[config.mk]
export PLATFORM = sky130hd
export DESIGN_NAME = sync_fifo_param
export DESIGN_NICKNAME = d
export VERILOG_FILES = /design/src/rtl/sync_fifo_param.sv
export SDC_FILE = /design/constraint.sdc
export NUM_CORES = 1
export LEC_CHECK = 0
export ABC_AREA = 1
export CAP_MARGIN = 25
export CORE_MARGIN = 4
export CORE_UTILIZATION = 65
export CTS_CLUSTER_SIZE = 10
export DETAILED_ROUTE_END_ITERATION = 16
export PLACE_DENSITY = 0.84
export SLEW_MARGIN = 10
export SYNTH_ARGS = -nofsm -noshare
export SYNTH_HDL_FRONTEND = slang
export SYNTH_SLANG_ARGS = --single-unit
[constraint.sdc]
create_clock -name clk_i -period 5.6 [get_ports clk_i]
set_input_delay 0.56 -clock clk_i [delete_from_list [all_inputs] [get_ports clk_i]]
set_output_delay 0.56 -clock clk_i [all_outputs]
set_load 0.05 [all_outputs]
[src/rtl/sync_fifo_param.sv]
// rtl/sync_fifo_param.sv - parametrised single-clock first-word-fall-through FIFO
//
// Single-clock FIFO with configurable width/depth, fill level, almost-full and
// almost-empty thresholds, synchronous flush and sticky overflow/underflow flags.
// The head word is presented on data_o whenever empty_o is low.
//
// Ports:
//   clk_i          in   1       clock, rising edge
//   rst_i          in   1       asynchronous active-high reset
//   flush_i        in   1       synchronous flush (empties FIFO, clears flags)
//   data_i         in   DATA_W  write data
//   push_i         in   1       write request
//   pull_i         in   1       read request (pops current head)
//   data_o         out  DATA_W  head word, 0 while empty
//   full_o         out  1       level_o == DEPTH
//   empty_o        out  1       level_o == 0
//   almost_full_o  out  1       level_o >= AFULL_TH
//   almost_empty_o out  1       level_o <= AEMPTY_TH
//   level_o        out  LVL_W   stored word count 0..DEPTH
//   ovf_o          out  1       sticky: push rejected while full
//   udf_o          out  1       sticky: pull attempted while empty

module sync_fifo_param #(
  parameter int DATA_W    = 32,
  parameter int DEPTH     = 16,
  parameter int AFULL_TH  = DEPTH - 2,
  parameter int AEMPTY_TH = 1,
  localparam int ADDR_W   = $clog2(DEPTH),
  localparam int LVL_W    = ADDR_W + 1
) (
  input  logic              clk_i,
  input  logic              rst_i,
  input  logic              flush_i,
  input  logic [DATA_W-1:0] data_i,
  input  logic              push_i,
  input  logic              pull_i,
  output logic [DATA_W-1:0] data_o,
  output logic              full_o,
  output logic              empty_o,
  output logic              almost_full_o,
  output logic              almost_empty_o,
  output logic [LVL_W-1:0]  level_o,
  output logic              ovf_o,
  output logic              udf_o
);

  localparam logic [LVL_W-1:0] LVL_DEPTH  = LVL_W'(DEPTH);
  localparam logic [LVL_W-1:0] LVL_AFULL  = LVL_W'(AFULL_TH);
  localparam logic [LVL_W-1:0] LVL_AEMPTY = LVL_W'(AEMPTY_TH);

  logic [DATA_W-1:0] r_mem [DEPTH];
  logic [ADDR_W-1:0] r_wr_ptr;
  logic [ADDR_W-1:0] r_rd_ptr;
  logic [LVL_W-1:0]  r_level;
  logic              r_ovf;
  logic              r_udf;

  logic w_full;
  logic w_empty;
  logic w_pull_ok;
  logic w_push_ok;

  assign w_full  = (r_level == LVL_DEPTH);
  assign w_empty = (r_level == '0);

  // A pull on a full FIFO frees the slot the simultaneous push will use.
  assign w_pull_ok = pull_i & ~w_empty;
  assign w_push_ok = push_i & (~w_full | w_pull_ok);

  // Storage is deliberately not reset; stale words are masked by the level.
  always_ff @(posedge clk_i) begin
    if (w_push_ok && !flush_i) begin
      r_mem[r_wr_ptr] <= data_i;
    end
  end

  always_ff @(posedge clk_i or posedge rst_i) begin
    if (rst_i) begin
      r_wr_ptr <= '0;
      r_rd_ptr <= '0;
      r_level  <= '0;
      r_ovf    <= 1'b0;
      r_udf    <= 1'b0;
    end else if (flush_i) begin
      r_wr_ptr <= '0;
      r_rd_ptr <= '0;
      r_level  <= '0;
      r_ovf    <= 1'b0;
      r_udf    <= 1'b0;
    end else begin
      if (w_push_ok) begin
        r_wr_ptr <= r_wr_ptr + ADDR_W'(1);
      end
      if (w_pull_ok) begin
        r_rd_ptr <= r_rd_ptr + ADDR_W'(1);
      end
      case ({w_push_ok, w_pull_ok})
        2'b10:   r_level <= r_level + LVL_W'(1);
        2'b01:   r_level <= r_level - LVL_W'(1);
        default: r_level <= r_level;
      endcase
      if (push_i && !w_push_ok) begin
        r_ovf <= 1'b1;
      end
      if (pull_i && w_empty) begin
        r_udf <= 1'b1;
      end
    end
  end

  assign data_o         = w_empty ? '0 : r_mem[r_rd_ptr];
  assign full_o         = w_full;
  assign empty_o        = w_empty;
  assign almost_full_o  = (r_level >= LVL_AFULL);
  assign almost_empty_o = (r_level <= LVL_AEMPTY);
  assign level_o        = r_level;
  assign ovf_o          = r_ovf;
  assign udf_o          = r_udf;

endmodule

==> results.md <==
- Status: completed
- Synth warnings: 0
- P&R area growth vs syn: 12.3%
- Yosys cell types: 33
- Row count: 66
- Tot GR Track Use: 29.4%
- Slew Viols, Final: 0
- EDFF count, synth: 512
- WS Path Type: reg2out
- Die area: 36500 um^2
- Post-CTS Hold Buffers: 0
- Root Buffer: clkbuf_16
- Worst skew pair latency: 0.59 ns
- Sequential-to-total area share from yosys stat: 72.4%
- Synth Net Count: 1891
- Top routing layer in use: met5
- Clk network pwr share: 31.9%
- Power per cell area: 421 nW/um^2
- CTS buffer count: 58
- Setup TNS: 0 ns
- Async SR Flop Fraction: 2.85%
- CTS max path bufs: 3
- HP Class: in2async
- Synth top area cells: edfxtp_1, nand2_1, nand3_1
- Hold Vio Cnt, Final: 0
- Sequential cell fraction of total power: 43.3%
- Layout fillers: 1973
- Metal3 WL: 5940 um
- Post-DR vias/cell: 6.30
- First-pass GRT wire length: 82100 um
- Post-synth top cells: nand2_1, edfxtp_1, nand3_1
- Clk sinks: 527
- Post-layout util: 74.5%
- Lkg Pwr: 8.82 nW
- Net Sw Frac: 31.9%
- Most common cell in the netlist: nand2_1
- Post-CTS sizing: 0
- Final Wtd Congestion: 0.790
- Post-route clock period utilization: 78.8%
- Max Fclk: 0.227 GHz
- Switching power: 3.28 mW
- Main flop type after synthesis: edfxtp_1
- Final min period: 4.41 ns
- Fraction of layout cells with a size suffix above 1: 6.72%
- Width of the die: 191 um
- NumNets Final: 1953
- Data required, critical path: 5.04 ns
- Avg Inst Size Synth: 11.8 um^2
- Combinational Power Share: 24.8%
- Unrepaired setup endpoints after global routing: no
- Met1 wire length: 19400 um
- Final HPWL DP: 26300 um
- CTS tree: built
- # IOs: 80
- Final setup fails: 0
- Largest net degree at the start of global routing: 258
- DRC Markers: 0
- CP Launch Type: register
- Post-Synthesis Cell Area: 21700 um^2
- Cell taking the most area after synthesis: edfxtp_1
- Port Buffer Count: 79
- Worst-path fanout max: 98
- Post-CTS setup buffers: 0
- Initial Utilization: 66.3%
- Synth top area share: 70.7%
- Clock skew: 0.0228 ns
- TritonRoute pass-1 iters: 6
- Initial detailed-routing violation count: 2106
- Die height: 191 um
- WP data arrival: 3.85 ns
- Drt wl/cell: 22.8 um
- Max-Cap Viols: 0
- Cell internal pwr: 7.00 mW
- GR Overflow Total: 0
- Relative slew slack: 18.5%
- Slew @ Worst Pin: 1.22 ns
- Critical Path End Type: output port
- Vias: 14900
- Met2 wire length: 26600 um
- Worst-path clk slew: 0.06 ns
- Flops & latches, synth: 527
- Initial antenna violation count: 2
- Gate Count Post-Synth: 1844
- Total wire length: 53800 um
- Vias in the first global route: 15000
- Core area: 32800 um^2
- ANT cells: 0
- Antenna Nets Post-Route: 0
- Htree depth: 2
- Maximum VDD drop: 298 uV
## registers in the layout, summed over array words and instances, names as in the netlist
name      cells
udf_o         1
r_rd_ptr      4
ovf_o         1
r_wr_ptr      4
level_o       5
r_mem       512
## critical path, cell delays in order, from the launching register on
cell and delay (ns):
dfrtp_4 0.51, inv_6 0.55, buf_12 0.43, nand2_1 0.14, nand3_1 0.13, nand3_1 0.10
nand2_1 0.10, nand2_1 0.05, a21oi_1 0.28, clkdlybuf4s50_1 0.89
## power groups by stage
| stage | clock (mW) | combinational (mW) | sequential, mW |
|---|---|---|---|
| 2_1_floorplan | 0 | 1.82 | 4.53 |
| 3_3_place_gp | 0 | 2.43 | 4.52 |
| 3_5_place_dp | 0 | 2.51 | 4.52 |
| 4_1_cts | 3.30 | 2.54 | 4.45 |
| 5_1_grt | 3.47 | 2.75 | 4.45 |
| 6_report | 3.28 | 2.55 | 4.45 |
## layout make-up
class | count | area (um^2) | share of cell area (%)
multi-input cells | 1181 | 5290 | 21.6
repair buffers | 114 | 1160 | 4.73
clock inverters | 2 | 32.5 | 0.133
well taps | 442 | 553 | 2.26
clock buffers | 71 | 1530 | 6.27
inverters | 24 | 100 | 0.410
flip-flops and latches | 527 | 15800 | 64.5
## final timing paths
check	slack, ns	from	depth (start not counted)	endpoint
min in group clk_i	0.51	udf_o	1	udf_o
max in group asynchronous	4.79	rst_i	2	r_rd_ptr[0]
hold reg to reg	0.51	udf_o	1	udf_o
setup reg to reg	2.44	level_o[0]	8	r_mem[14][18]
setup / recovery	1.19	r_rd_ptr[0]	9	data_o[7]
hold / removal	0.34	rst_i	2	r_wr_ptr[1]
## cells by family (layout without fill, tap and decap cells)
logic type	Yosys count	count (layout)	share of synthesized area, %
flops	527	527	72.4
fa+ha+maj	10	10	0.575
buf+inv	136	211	3.73
xor+xnor	2	2	0.0806
compound gates	48	48	1.14
simple gates	1121	1121	22.0
## layout by cell type, fill, tap and decap left out, types with 3 or more instances in the layout
| master | count |
|---|---|
| nand2_1 | 676 |
| a21oi_1 | 35 |
| nand3_1 | 391 |
| dfrtp_1 | 11 |
| clkbuf_16 | 59 |
| buf_12 | 5 |
| nor2_4 | 9 |
| ha_1 | 10 |
| inv_1 | 20 |
| o21ai_0 | 7 |
| clkbuf_1 | 11 |
| edfxtp_1 | 512 |
| nor3_1 | 3 |
| clkdlybuf4s50_1 | 79 |
| buf_4 | 28 |
| nand4_1 | 7 |
| nor2_1 | 18 |
| nor3_2 | 8 |
## metal layers
layer	up-vias	track usage, %
met5	-	0
met3	164	5.24
li1	6557	-
met1	7124	39.3
met4	4	12.4
met2	1016	48.3
## per-stage QoR
stage                     cells  setup WS (ns)  cell area (um^2)  hold slack (ns)  total power [mW]
after global placement     2284           1.93             22800            0.488              6.95
after CTS                  2359           1.25             24400            0.358              10.3
after floorplan            1844           1.30             21700            0.461              6.34
after global routing       2361           1.03             24400            0.403              10.7
after detailed placement   2286           1.88             22800            0.492              7.03
final                      2361           1.19             24400            0.342              10.3
(Power assumes the default switching activity.)
